**src/rtl/sap_pkg.sv**
```systemverilog
// Shared definitions for the SAP-U sequencer: opcodes, microstep numbers and
// control-word bit positions used to pack/unpack the 16-bit control vector.
package sap_pkg;

    localparam int CW_WIDTH = 16;
    typedef logic [CW_WIDTH-1:0] cw_t;

    localparam logic [3:0] OP_NOP = 4'b0000;
    localparam logic [3:0] OP_LDA = 4'b0001;
    localparam logic [3:0] OP_ADD = 4'b0010;
    localparam logic [3:0] OP_SUB = 4'b0011;
    localparam logic [3:0] OP_STA = 4'b0100;
    localparam logic [3:0] OP_LDI = 4'b0101;
    localparam logic [3:0] OP_JMP = 4'b0110;
    localparam logic [3:0] OP_JC  = 4'b0111;
    localparam logic [3:0] OP_JZ  = 4'b1000;
    localparam logic [3:0] OP_OUT = 4'b1110;
    localparam logic [3:0] OP_HLT = 4'b1111;

    localparam logic [2:0] T0 = 3'd0;
    localparam logic [2:0] T1 = 3'd1;
    localparam logic [2:0] T2 = 3'd2;
    localparam logic [2:0] T3 = 3'd3;
    localparam logic [2:0] T4 = 3'd4;

    localparam int CW_PC_OUT     = 0;
    localparam int CW_PC_INC     = 1;
    localparam int CW_PC_JUMP    = 2;
    localparam int CW_MAR_LOAD   = 3;
    localparam int CW_RAM_OUT    = 4;
    localparam int CW_RAM_WRITE  = 5;
    localparam int CW_IR_LOAD    = 6;
    localparam int CW_IR_OUT     = 7;
    localparam int CW_A_LOAD     = 8;
    localparam int CW_A_OUT      = 9;
    localparam int CW_B_LOAD     = 10;
    localparam int CW_ALU_OUT    = 11;
    localparam int CW_ALU_SUB    = 12;
    localparam int CW_FLAGS_LOAD = 13;
    localparam int CW_OUT_LOAD   = 14;
    // Internal halt request; not routed to the datapath.
    localparam int CW_HALT       = 15;

    function automatic cw_t cw_bit(input int idx);
        return cw_t'(1) << idx;
    endfunction

    // Edge-triggered bits: only allowed high in the cycle the step counter advances.
    localparam cw_t CW_STROBES = cw_bit(CW_PC_INC) | cw_bit(CW_PC_JUMP) | cw_bit(CW_MAR_LOAD)
                               | cw_bit(CW_RAM_WRITE) | cw_bit(CW_IR_LOAD) | cw_bit(CW_A_LOAD)
                               | cw_bit(CW_B_LOAD) | cw_bit(CW_FLAGS_LOAD) | cw_bit(CW_OUT_LOAD)
                               | cw_bit(CW_HALT);

    function automatic logic [2:0] last_step(input logic [3:0] op);
        case (op)
            OP_LDA, OP_STA:                                return T3;
            OP_ADD, OP_SUB:                                return T4;
            OP_LDI, OP_JMP, OP_JC, OP_JZ, OP_OUT, OP_HLT:  return T2;
            default:                                       return T1;
        endcase
    endfunction

endpackage

```
**src/rtl/sap_step_counter.sv**
```systemverilog
// Microstep counter with early-end wrap, single-step request edge detect
// and halt freeze.
module sap_step_counter
    import sap_pkg::*;
#(
    parameter int NUM_STEPS = 5,
    parameter int EARLY_END = 1
) (
    input  logic       clk,
    input  logic       reset,
    input  logic       step_mode,
    input  logic       step_req,
    input  logic       last_hit,
    input  logic       halt_req,
    output logic [2:0] step,
    output logic       halted,
    output logic       advance,
    output logic       instr_done
);

    localparam logic [2:0] LAST_T = 3'(NUM_STEPS - 1);
    localparam bit         EARLY  = (EARLY_END != 0);

    logic req_q;
    logic wrap;

    assign advance    = !halted && (!step_mode || (step_req && !req_q));
    assign wrap       = (step == LAST_T) || (EARLY && last_hit);
    assign instr_done = advance && wrap;

    always_ff @(posedge clk or posedge reset) begin
        if (reset) begin
            step   <= T0;
            halted <= 1'b0;
            req_q  <= 1'b0;
        end else begin
            req_q <= step_req;
            if (advance) begin
                // A halting instruction leaves step parked where it stopped.
                if (halt_req) begin
                    halted <= 1'b1;
                end else if (wrap) begin
                    step <= T0;
                end else begin
                    step <= step + 3'd1;
                end
            end
        end
    end

endmodule

```
**src/rtl/sap_controller.sv**
```systemverilog
// SAP-U microcode sequencer: decodes the registered microstep, opcode and ALU
// flags into one datapath control word per clock.
module sap_controller
    import sap_pkg::*;
#(
    parameter int NUM_STEPS = 5,
    parameter int EARLY_END = 1
) (
    input  logic       clk,
    input  logic       reset,
    input  logic [3:0] opcode,
    input  logic       carry_flag,
    input  logic       zero_flag,
    input  logic       step_mode,
    input  logic       step_req,
    output logic       pc_out,
    output logic       pc_inc,
    output logic       pc_jump,
    output logic       mar_load,
    output logic       ram_out,
    output logic       ram_write,
    output logic       ir_load,
    output logic       ir_out,
    output logic       a_load,
    output logic       a_out,
    output logic       b_load,
    output logic       alu_out,
    output logic       alu_sub,
    output logic       flags_load,
    output logic       out_load,
    output logic       halted,
    output logic [2:0] step,
    output logic       instr_done
);

    cw_t  word;
    cw_t  gated;
    logic advance;
    logic done_raw;
    logic is_last;

    always_comb begin
        word = '0;
        case (step)
            T0: word = cw_bit(CW_PC_OUT) | cw_bit(CW_MAR_LOAD);
            T1: word = cw_bit(CW_RAM_OUT) | cw_bit(CW_IR_LOAD) | cw_bit(CW_PC_INC);
            T2: begin
                case (opcode)
                    OP_LDA, OP_ADD, OP_SUB, OP_STA:
                        word = cw_bit(CW_IR_OUT) | cw_bit(CW_MAR_LOAD);
                    OP_LDI: word = cw_bit(CW_IR_OUT) | cw_bit(CW_A_LOAD);
                    OP_JMP: word = cw_bit(CW_IR_OUT) | cw_bit(CW_PC_JUMP);
                    OP_JC: begin
                        if (carry_flag) word = cw_bit(CW_IR_OUT) | cw_bit(CW_PC_JUMP);
                    end
                    OP_JZ: begin
                        if (zero_flag) word = cw_bit(CW_IR_OUT) | cw_bit(CW_PC_JUMP);
                    end
                    OP_OUT: word = cw_bit(CW_A_OUT) | cw_bit(CW_OUT_LOAD);
                    OP_HLT: word = cw_bit(CW_HALT);
                    default: word = '0;
                endcase
            end
            T3: begin
                case (opcode)
                    OP_LDA:         word = cw_bit(CW_RAM_OUT) | cw_bit(CW_A_LOAD);
                    OP_ADD, OP_SUB: word = cw_bit(CW_RAM_OUT) | cw_bit(CW_B_LOAD);
                    OP_STA:         word = cw_bit(CW_A_OUT) | cw_bit(CW_RAM_WRITE);
                    default:        word = '0;
                endcase
            end
            T4: begin
                if (opcode == OP_ADD || opcode == OP_SUB) begin
                    word = cw_bit(CW_ALU_OUT) | cw_bit(CW_A_LOAD) | cw_bit(CW_FLAGS_LOAD);
                    if (opcode == OP_SUB) word = word | cw_bit(CW_ALU_SUB);
                end
            end
            default: word = '0;
        endcase
    end

    // Bus drivers and alu_sub stay up while single-step waits; strobes fire once.
    always_comb begin
        gated = word;
        if (!advance) gated = gated & ~CW_STROBES;
        if (reset || halted) gated = '0;
    end

    assign is_last = (step == last_step(opcode));

    sap_step_counter #(
        .NUM_STEPS (NUM_STEPS),
        .EARLY_END (EARLY_END)
    ) u_step_counter (
        .clk        (clk),
        .reset      (reset),
        .step_mode  (step_mode),
        .step_req   (step_req),
        .last_hit   (is_last),
        .halt_req   (gated[CW_HALT]),
        .step       (step),
        .halted     (halted),
        .advance    (advance),
        .instr_done (done_raw)
    );

    assign pc_out     = gated[CW_PC_OUT];
    assign pc_inc     = gated[CW_PC_INC];
    assign pc_jump    = gated[CW_PC_JUMP];
    assign mar_load   = gated[CW_MAR_LOAD];
    assign ram_out    = gated[CW_RAM_OUT];
    assign ram_write  = gated[CW_RAM_WRITE];
    assign ir_load    = gated[CW_IR_LOAD];
    assign ir_out     = gated[CW_IR_OUT];
    assign a_load     = gated[CW_A_LOAD];
    assign a_out      = gated[CW_A_OUT];
    assign b_load     = gated[CW_B_LOAD];
    assign alu_out    = gated[CW_ALU_OUT];
    assign alu_sub    = gated[CW_ALU_SUB];
    assign flags_load = gated[CW_FLAGS_LOAD];
    assign out_load   = gated[CW_OUT_LOAD];
    assign instr_done = done_raw && !reset;

endmodule
```
**config.mk**
```make
export PLATFORM = sky130hd
export DESIGN_NAME = sap_controller
export DESIGN_NICKNAME = d
export VERILOG_FILES = /design/src/rtl/sap_pkg.sv /design/src/rtl/sap_step_counter.sv /design/src/rtl/sap_controller.sv
export SDC_FILE = /design/constraint.sdc
export NUM_CORES = 1
export LEC_CHECK = 0
export ABC_AREA = 0
export CAP_MARGIN = 15
export CORE_UTILIZATION = 48
export CTS_BUF_LIST = sky130_fd_sc_hd__clkbuf_8
export CTS_CLUSTER_SIZE = 30
export DETAILED_ROUTE_END_ITERATION = 10
export GPL_TIMING_DRIVEN = 0
export PLACE_DENSITY = 0.88
export SYNTH_ARGS = -nofsm -noshare
export SYNTH_HDL_FRONTEND = slang
export SYNTH_SLANG_ARGS = --single-unit
export TNS_END_PERCENT = 1
```
**constraint.sdc**
```tcl
create_clock -name clk -period 3.8 [get_ports clk]
set_input_delay 0.57 -clock clk [delete_from_list [all_inputs] [get_ports clk]]
set_output_delay 0.57 -clock clk [all_outputs]
set_load 0.005 [all_outputs]
```
# Word-level counts from Yosys, hierarchy flattened
# Memories as Yosys holds them, arrays and structs flattened.
# Cells that the tools add are included.
# Widths: inputs -> output; s select.
# classes
bitwise_logic,1
eq_ne,15
n_reduce_logical,17
add_sub_neg,1
n_mux,10
# op_table
cell,count
$pmux 16 s7,1
$pmux 16 s5,1
$pmux 11 s3,1
$mux 16,2
$eq 4x3->1 const B,4
$mux 8,2
$mux 14,1
$mux 13,1
$eq 4x4->1 const B,3
$eq 4x2->1 const B,2
$eq 3x2->1 const B,2
$eq 4x1->1 const B,1
$logic_and 1x1->1,4
$logic_not 1->1,4
$logic_or 1x1->1,4
$reduce_and 2->1,2
$reduce_or 4->1,1
$add 3x1->3 const B,1
$eq 3x1->1 const B,1
$eq 3x3->1,1
$eq 3x3->1 const B,1
$logic_not 3->1,1
$mux 3,1
$reduce_or 2->1,1
$not 1->1,1
# totals
n_memories,1
out_inout_bits,20
inputBits,10
romBits,48
reg_bits,5
# memory_table
name,depth,word_bits,read_ports,rd_clocked_by_memory_dff,wr,line,text
(no name shown),16,3,1,0,0,sap_pkg.sv:55,case (op)

# Depth between registers and ports, before layout
# Gate-level depths: netlist (run 1).
# depth
word_depth,8
mapped_depth,7
mapped_depth_nobuf,7

# Modules after synthesis
# From an unflattened synthesis (run 1), not the netlist that was laid out.
# unflattened
cells_unflattened,104
hier_area_um2,825.8
# by_module_without_submodules
mod,instances,cells_per_inst,area_each_um2
sap_controller,1,76,521.8
sap_step_counter,1,28,304.0

# Worst setup path after synthesis (run 1)
# No wires, ideal clock.
# synth_timing
path_kind,input port to output port
from,in opcode[3]
to,out instr_done
arrival_ns,1.700
setup_slack_ns,1.530
n_path_buf,0
stages,5
required_time_ns,3.230
path_cell_list,or3_1 -> a21oi_1 -> a2111oi_2 -> o31ai_2 -> nor2b_1
# synth_between
elab_chain_cells,5
# synth_rtl
element,line,text
from (decl),sap_controller.sv:11,"input logic [3:0] opcode,"
$mem_v2 16x3,-,
$eq 3x3->1,sap_controller.sv:89,assign is_last = (step == last_step(opcode));
$logic_or 1x1->1,sap_step_counter.sv:28,assign wrap = (step == LAST_T) || (EARLY && last_hit);
$logic_and 1x1->1,sap_step_counter.sv:29,assign instr_done = advance && wrap;
$logic_and 1x1->1,sap_controller.sv:122,assign instr_done = done_raw && !reset;
to (decl),sap_controller.sv:33,output logic instr_done
# No other way between the ends.

# Worst setup path after layout (run 1)
# layout_timing
from,in opcode[1]
to,out instr_done
# The elaborated chain is that of the path after synthesis.

==> impl_metrics.prom, run 1 <==
# TYPE chip_impl_metric gauge
chip_impl_info{name="outcome",value="complete, no violations"} 1
chip_impl_metric{name="rows",unit=""} 13
chip_impl_metric{name="final_core_util",unit=""} 0.799
chip_impl_metric{name="gp_routability_congestion",unit=""} 0.887
chip_impl_metric{name="final_antenna_net_count",unit=""} 0
chip_impl_metric{name="detailedRoute.firstPassIterationCount",unit=""} 5
chip_impl_info{name="cp-start-kind",value="input pin"} 1
chip_impl_metric{name="via_per_inst",unit=""} 5.95
chip_impl_metric{name="fin_worst_skew",unit="ns"} 0.00124
chip_impl_metric{name="route.detailed.wl_per_inst",unit="µm"} 13.6
chip_impl_metric{name="slowest_delay",unit="ns"} 0.50
chip_impl_info{name="cell_seen_most_often_among_critical_path_stages",value="clkdlybuf4s50_1"} 1
chip_impl_metric{name="wire_length_of_the_first_global_routing_pass",unit="µm"} 3330
chip_impl_metric{name="cts.clk_slew.worst_paths",unit="ns"} 0.04
chip_impl_metric{name="ir_worst_vdd",unit="mV"} 0.231
chip_impl_metric{name="ys_seq_elements",unit=""} 5
chip_impl_info{name="postSynth.topFlopCell",value="dfrtp_1"} 1
chip_impl_metric{name="num_vias",unit=""} 904
chip_impl_metric{name="grt_pass1_vias",unit=""} 775
chip_impl_metric{name="drc",unit=""} 0
chip_impl_metric{name="drive_above_1_share",unit=""} 0.117
chip_impl_metric{name="slew_at_the_pin_closest_to_its_max_slew_limit",unit="ns"} 0.756
chip_impl_metric{name="detail_route.iter0.violations",unit=""} 32
chip_impl_info{name="kind_of_path_behind_the_tightest_hold_check",value="flip-flop to flip-flop"} 1
chip_impl_info{name="grt_setup_unrepaired",value="no"} 1
chip_impl_metric{name="clk-insertion-delay-late",unit="ns"} 0.22
chip_impl_metric{name="post_cts_resize_count",unit=""} 0
chip_impl_metric{name="fin_setup_tns",unit="ns"} 0
chip_impl_metric{name="grt_max_degree",unit=""} 12
chip_impl_metric{name="cts_hold_buf",unit=""} 0
chip_impl_metric{name="static-leakage-power",unit="nW"} 0.443
chip_impl_metric{name="num_io_pins",unit=""} 30
chip_impl_metric{name="synth.lib_cells_used.distinct",unit=""} 40
chip_impl_metric{name="synth_warnings",unit=""} 0
chip_impl_metric{name="cts_buffers",unit=""} 3
chip_impl_metric{name="cp_data_required_time",unit="ns"} 3.23
chip_impl_metric{name="core_area",unit="µm²"} 1370
chip_impl_metric{name="setup_viol",unit=""} 0
chip_impl_metric{name="initial_antenna_violation_count",unit=""} 0
chip_impl_metric{name="grt_remaining_overflow",unit=""} 0
chip_impl_metric{name="fp.dieArea",unit="µm²"} 1720
chip_impl_metric{name="num_antenna_cells",unit=""} 0
chip_impl_metric{name="pwr_density_cell",unit="nW/µm²"} 177
chip_impl_metric{name="grtUsageTotal",unit=""} 0.238
chip_impl_info{name="crit_path_cell_trace",value="clkdlybuf4s50_1, buf_6, nor2_1, and3_4, a2111oi_2, o31ai_2, nor2b_1, clkdlybuf4s50_1"} 1
chip_impl_metric{name="timing.final.max_slew_violations",unit=""} 0
chip_impl_metric{name="syn2layout_area_growth",unit="%"} 46.1
chip_impl_metric{name="cts.path.max_buffers",unit=""} 2
chip_impl_metric{name="hold_viol",unit=""} 0
chip_impl_info{name="worst-setup-path-type",value="input pin to output port"} 1
chip_impl_metric{name="cts_num_sinks",unit=""} 5
chip_impl_metric{name="critPathMaxFanout",unit=""} 10
chip_impl_metric{name="synth_enable_flop_cells",unit=""} 0
chip_impl_metric{name="cts.repair_timing.setup_buffer_count",unit=""} 0
chip_impl_metric{name="layout_min_cycle_time",unit="ns"} 3.41
chip_impl_info{name="crit_path_capture_type",value="output port"} 1
chip_impl_info{name="cp_max_stage_cell",value="clkdlybuf4s50_1"} 1
chip_impl_metric{name="synth_fp_nets",unit=""} 120
chip_impl_metric{name="max-slew-margin-rel",unit=""} 0.488
chip_impl_metric{name="synth.yosys.seq_area_share",unit=""} 0.168
chip_impl_metric{name="detailed_place_hpwl",unit="µm"} 1650
chip_impl_metric{name="design.final.nets",unit=""} 153
chip_impl_metric{name="final-instance-count-excl-fill",unit=""} 152
chip_impl_metric{name="die_x",unit="µm"} 41.5
chip_impl_metric{name="die-height",unit="µm"} 41.5
chip_impl_metric{name="htree_num_levels",unit=""} 1
chip_impl_metric{name="synth_cells",unit=""} 105
chip_impl_metric{name="fin_crit_share",unit=""} 0.898
chip_impl_metric{name="placed_cells_incl_taps",unit=""} 148
chip_impl_metric{name="finalWirelength",unit="µm"} 2060
chip_impl_metric{name="synth.avg_cell_area",unit="µm²"} 7.11
chip_impl_metric{name="asyncSetResetFlopFracSynth",unit=""} 1.00
chip_impl_info{name="cts_tree",value="done"} 1
chip_impl_info{name="clock-root-buffer",value="clkbuf_8"} 1
chip_impl_metric{name="syn-cell-area",unit="µm²"} 747
chip_impl_metric{name="maxCapViolCount",unit=""} 0
chip_impl_metric{name="buffer_ports.inserted",unit=""} 28
chip_impl_metric{name="holdWs",unit="ns"} 0.538
chip_impl_metric{name="max_freq",unit="MHz"} 293
chip_impl_metric{name="start_util",unit=""} 0.547
chip_impl_metric{name="critPathArrivalTime",unit="ns"} 2.84
-- layout make-up --
class,count,area (µm²)
multi-input cells,82,539
repair buffers,28,280
fillers,100,275
flip-flops and latches,5,125
inverters,12,45.0
clock buffers,3,41.3
plain buffers,6,37.5
well taps,15,18.8
clock inverters,1,3.75
-- cells in the mapped netlist (2+ instances only) --
cell type  number  area share
dfrtp_1         5        0.17
buf_2           3       0.020
and3_1          5       0.042
nand2_1        10       0.050
a21oi_1         9       0.060
nor3_1          6       0.040
nand3_1         2       0.013
or3_1           2       0.017
ha_1            5       0.084
nor2_1          7       0.035
inv_2           2       0.010
o21ai_0         4       0.027
o31ai_1         5       0.050
nor2b_1         5       0.042
inv_1          10       0.050
-- metal layers --
metal | share of wire | wire [µm] | track usage | up-vias
li1 | - | - | - | 440
met1 | 0.43 | 876 | 0.302 | 410
met2 | 0.49 | 1010 | 0.413 | 50
met3 | 0.067 | 139 | 0.0435 | 4
met4 | 0.015 | 31 | 0.0581 | 0
met5 | 0 | 0 | 0 | -
-- critical path, delay by kind of cell --
kind / cells / cell delay (ns)
compound gates: 2 / 0.42
simple gates: 3 / 0.67
buf+inv: 3 / 1.17
-- layout by cell type, fill, tap and decap left out, types with 2 or more instances in the layout --
cell and instances:
a21oi_1 9, and3_1 5, buf_2 3, clkbuf_8 3, clkdlybuf4s50_1 28, dfrtp_1 5, ha_1 5, inv_1 11
inv_2 2, nand2_1 10, nand3_1 2, nor2_1 7, nor2b_1 5, nor3_1 6, o21ai_0 4, o31ai_1 5
or3_1 2
-- path summary, 6_finish.rpt --
path	endpoint	startpoint	cells after the start	slack, ns
max in group asynchronous	u_step_counter.halted$_DFFE_PP0P_	reset	2	2.95
min reg2reg	u_step_counter.halted$_DFFE_PP0P_	u_step_counter.halted$_DFFE_PP0P_	2	0.54
min in group asynchronous	u_step_counter.step[0]$_DFFE_PP0P_	reset	2	0.64
max reg2reg	u_step_counter.step[2]$_DFFE_PP0P_	u_step_counter.step[0]$_DFFE_PP0P_	6	1.54
min	u_step_counter.halted$_DFFE_PP0P_	u_step_counter.halted$_DFFE_PP0P_	2	0.54
max	instr_done	opcode[1]	8	0.39
-- state kept, by name, indices dropped and copies added, names as in the netlist --
signal and flops:
u_step_counter.halted 1, u_step_counter.step 3, u_step_counter.req_q 1
-- where the power goes --
| group | internal [mW] | switching (mW) |
|---|---|---|
| Sequential | 0.0541 | 0.000144 |
| Clock | 0.0694 | 0.0279 |
| Combinational | 0.0190 | 0.0229 |
| Total | 0.143 | 0.0509 |
-- cell families after synthesis --
family                   after synthesis  synth area share
AND/OR/NAND/NOR                       46             0.342
AO/OA/AOI/OAI                         30             0.285
buffers and inverters                 18             0.111
adder cells (fa/ha/maj)                5            0.0838
flip-flops                             5             0.168
XOR/XNOR                               1            0.0117
-- metrics by stage --
stage	setup slack, ns	cell area [µm²]	power, mW
3_3_place_gp	0.429	1050	0.0952
4_1_cts	0.413	1090	0.194
2_1_floorplan	1.53	747	0.0804
3_5_place_dp	0.416	1050	0.0962
5_1_grt	0.290	1090	0.201
6_report	0.389	1090	0.193
Note: power is estimated with default switching activity, not from simulation.
==> inputs of run 2 (changes only) <==
--- a/config.mk
+++ b/config.mk
@@ -12,7 +12,7 @@
 export CTS_CLUSTER_SIZE = 30
 export DETAILED_ROUTE_END_ITERATION = 10
 export GPL_TIMING_DRIVEN = 0
-export PLACE_DENSITY = 0.88
+export PLACE_DENSITY = 0.95
 export SYNTH_ARGS = -nofsm -noshare
 export SYNTH_HDL_FRONTEND = slang
 export SYNTH_SLANG_ARGS = --single-unit
==> run 2 against run 1 <==
Compared with the run above:
- first-iteration DRC count up 28%
- combinational power grew 1%
- final area is the same
- power up 2.2%
- global-route usage increased by 4.1 points
- clock power rose by 4%
==> impl_metrics.prom, run 2 (synthesized netlist as in run 1, its figures left out) <==
# TYPE chip_impl_metric gauge
chip_impl_info{name="outcome",value="complete, no violations"} 1
chip_impl_metric{name="num_io_pins",unit=""} 30
chip_impl_metric{name="cts_hold_buf",unit=""} 0
chip_impl_metric{name="die_x",unit="µm"} 41.5
chip_impl_metric{name="final.setup.worst_slack",unit="ns"} 0.366
chip_impl_info{name="crit_path_cell_trace",value="clkdlybuf4s50_1, or3_1, a21oi_1, a2111oi_2, o31ai_2, nor2b_1, clkdlybuf4s50_1"} 1
chip_impl_info{name="worstSetupEndpoint",value="instr_done"} 1
chip_impl_metric{name="final-instance-count-excl-fill",unit=""} 152
chip_impl_metric{name="num_antenna_cells",unit=""} 0
chip_impl_metric{name="wire_length_of_the_first_global_routing_pass",unit="µm"} 3740
chip_impl_metric{name="finalWirelength",unit="µm"} 2230
chip_impl_metric{name="fin_crit_share",unit=""} 0.904
chip_impl_info{name="cp_max_stage_cell",value="clkdlybuf4s50_1"} 1
chip_impl_metric{name="clk-insertion-delay-late",unit="ns"} 0.23
chip_impl_metric{name="max_freq",unit="MHz"} 291
chip_impl_info{name="largestRegisters",value="u_step_counter.step: 3 flops, u_step_counter.halted: 1 flops, u_step_counter.req_q: 1 flops"} 1
chip_impl_metric{name="setup_viol",unit=""} 0
chip_impl_metric{name="path_depth",unit=""} 7
chip_impl_info{name="registers.top_by_ff_count",value="u_step_counter.step"} 1
chip_impl_metric{name="num_vias",unit=""} 928
chip_impl_metric{name="htree_num_levels",unit=""} 1
chip_impl_metric{name="max-slew-margin-rel",unit=""} 0.496
chip_impl_metric{name="cts_buffers",unit=""} 3
chip_impl_metric{name="cts.path.max_buffers",unit=""} 2
chip_impl_metric{name="layout_min_cycle_time",unit="ns"} 3.43
chip_impl_metric{name="critPathArrivalTime",unit="ns"} 2.86
chip_impl_metric{name="fp.dieArea",unit="µm²"} 1720
chip_impl_metric{name="static-leakage-power",unit="nW"} 0.443
chip_impl_metric{name="buffer_ports.inserted",unit=""} 28
chip_impl_metric{name="path_buf_inv",unit=""} 2
chip_impl_metric{name="syn2layout_area_growth",unit="%"} 46.1
chip_impl_metric{name="cp_data_required_time",unit="ns"} 3.23
chip_impl_info{name="final_cell_mix",value="clkdlybuf4s50_1 (28), inv_1 (11), nand2_1 (10), a21oi_1 (9), nor2_1 (7)"} 1
chip_impl_metric{name="placed_cells_incl_taps",unit=""} 148
chip_impl_metric{name="via_per_inst",unit=""} 6.11
chip_impl_metric{name="hold_viol",unit=""} 0
chip_impl_metric{name="start_util",unit=""} 0.547
chip_impl_metric{name="placement.setup.worst_slack",unit="ns"} 0.376
chip_impl_metric{name="final_antenna_net_count",unit=""} 0
chip_impl_info{name="cell_seen_most_often_among_critical_path_stages",value="clkdlybuf4s50_1"} 1
chip_impl_info{name="setup.worst_path.start",value="opcode[1]"} 1
chip_impl_metric{name="post_cts_resize_count",unit=""} 0
chip_impl_metric{name="detail_route.iter0.violations",unit=""} 41
chip_impl_metric{name="detailed_place_hpwl",unit="µm"} 1680
chip_impl_metric{name="core_area",unit="µm²"} 1370
chip_impl_info{name="crit-reg2reg-capture",value="u_step_counter.step[1]$_DFFE_PP0P_"} 1
chip_impl_metric{name="initial_antenna_violation_count",unit=""} 0
chip_impl_metric{name="largest_register_ff_count",unit=""} 3
chip_impl_info{name="cts_tree",value="done"} 1
chip_impl_metric{name="drc",unit=""} 0
chip_impl_metric{name="slowest_delay",unit="ns"} 0.51
chip_impl_info{name="kind_of_path_behind_the_tightest_hold_check",value="flip-flop to flip-flop"} 1
chip_impl_metric{name="route.detailed.wl_per_inst",unit="µm"} 14.7
chip_impl_metric{name="gp_routability_congestion",unit=""} 0.874
chip_impl_info{name="critical-path-top-delay-family",value="buffers and inverters"} 1
chip_impl_metric{name="timing.final.max_slew_violations",unit=""} 0
chip_impl_metric{name="drive_above_1_share",unit=""} 0.117
chip_impl_metric{name="grt_remaining_overflow",unit=""} 0
chip_impl_metric{name="detailedRoute.firstPassIterationCount",unit=""} 4
chip_impl_metric{name="report.power.total",unit="mW"} 0.198
chip_impl_info{name="grt_setup_unrepaired",value="no"} 1
chip_impl_info{name="layout.cells.most_common",value="clkdlybuf4s50_1"} 1
chip_impl_metric{name="slew_at_the_pin_closest_to_its_max_slew_limit",unit="ns"} 0.744
chip_impl_info{name="crit_path_capture_type",value="output port"} 1
chip_impl_metric{name="cts_num_sinks",unit=""} 5
chip_impl_info{name="worst-setup-path-type",value="input pin to output port"} 1
chip_impl_info{name="r2r-start",value="u_step_counter.step[0]$_DFFE_PP0P_"} 1
chip_impl_metric{name="pwr_density_cell",unit="nW/µm²"} 181
chip_impl_metric{name="grt_max_degree",unit=""} 12
chip_impl_metric{name="r2r.worst_path.cells",unit=""} 6
chip_impl_metric{name="cts.repair_timing.setup_buffer_count",unit=""} 0
chip_impl_metric{name="cts.clk_slew.worst_paths",unit="ns"} 0.04
chip_impl_metric{name="rows",unit=""} 13
chip_impl_info{name="clock-root-buffer",value="clkbuf_8"} 1
chip_impl_metric{name="ir_worst_vdd",unit="mV"} 0.171
chip_impl_metric{name="holdWs",unit="ns"} 0.585
chip_impl_metric{name="fin_setup_tns",unit="ns"} 0
chip_impl_metric{name="grtUsageTotal",unit=""} 0.279
chip_impl_info{name="cp-start-kind",value="input pin"} 1
chip_impl_metric{name="design.final.nets",unit=""} 153
chip_impl_metric{name="grt_pass1_vias",unit=""} 781
chip_impl_metric{name="die-height",unit="µm"} 41.5
chip_impl_metric{name="n_fill_cell",unit=""} 93
chip_impl_metric{name="ff2ff_setup_slack",unit="ns"} 1.58
chip_impl_metric{name="critPathMaxFanout",unit=""} 5
chip_impl_metric{name="fin_worst_skew",unit="ns"} 0.00265
chip_impl_metric{name="maxCapViolCount",unit=""} 0
==> run 2: cell counts in the layout (fill, tap and decap cells not counted) <==
No cell type changed its count.
==> run 2: metal layers <==
metal  global-route usage  wire [µm]
met5                    0          0
met1                0.366        932
met2                0.453       1160
met3               0.0652        143
met4               0.0774          0
==> run 2: worst min-delay path by stage <==
stage,endpoint,slack (ns),depth (start not counted),from
6_report,u_step_counter.halted$_DFFE_PP0P_,0.59,2,u_step_counter.halted$_DFFE_PP0P_
5_1_grt,u_step_counter.halted$_DFFE_PP0P_,0.61,2,u_step_counter.halted$_DFFE_PP0P_
4_1_cts,u_step_counter.halted$_DFFE_PP0P_,0.56,2,u_step_counter.halted$_DFFE_PP0P_
3_5_place_dp,u_step_counter.halted$_DFFE_PP0P_,0.54,2,u_step_counter.halted$_DFFE_PP0P_
3_3_place_gp,u_step_counter.halted$_DFFE_PP0P_,0.52,2,u_step_counter.halted$_DFFE_PP0P_
2_1_floorplan,u_step_counter.halted$_DFFE_PP0P_,0.36,1,reset
==> run 2: area by class of cell <==
cell class | instances | area, µm² | share of cell area
Clock buffer | 3 | 41.3 | 0.0378
Multi-Input combinational cell | 82 | 539 | 0.494
Inverter | 12 | 45.0 | 0.0413
Sequential cell | 5 | 125 | 0.115
Tap cell | 15 | 18.8 | 0.0172
Clock inverter | 1 | 3.75 | 0.00344
Buffer | 6 | 37.5 | 0.0344
Timing Repair Buffer | 28 | 280 | 0.257
==> run 2: worst min-delay path: cells and delay by family (launching register included) <==
| family | cells | cell delay (ns) |
|---|---|---|
| compound gates | 1 | 0.08 |
| buf+inv | 1 | 0.09 |
| flops | 1 | 0.37 |
==> run 2: metrics by stage <==
stage                     cell area, µm²   util
after global placement              1050  0.766
after CTS                           1090  0.799
after detailed placement            1050  0.766
after global routing                1090  0.799
final                               1090  0.799
after floorplan                      747      -
==> run 2: power breakdown <==
part | internal [mW] | leakage [nW] | switching [mW]
clock | 0.0697 | 0.0269 | 0.0314
combinational | 0.0190 | 0.353 | 0.0234
sequential | 0.0541 | 0.0623 | 0.0000943
total | 0.143 | 0.443 | 0.0549
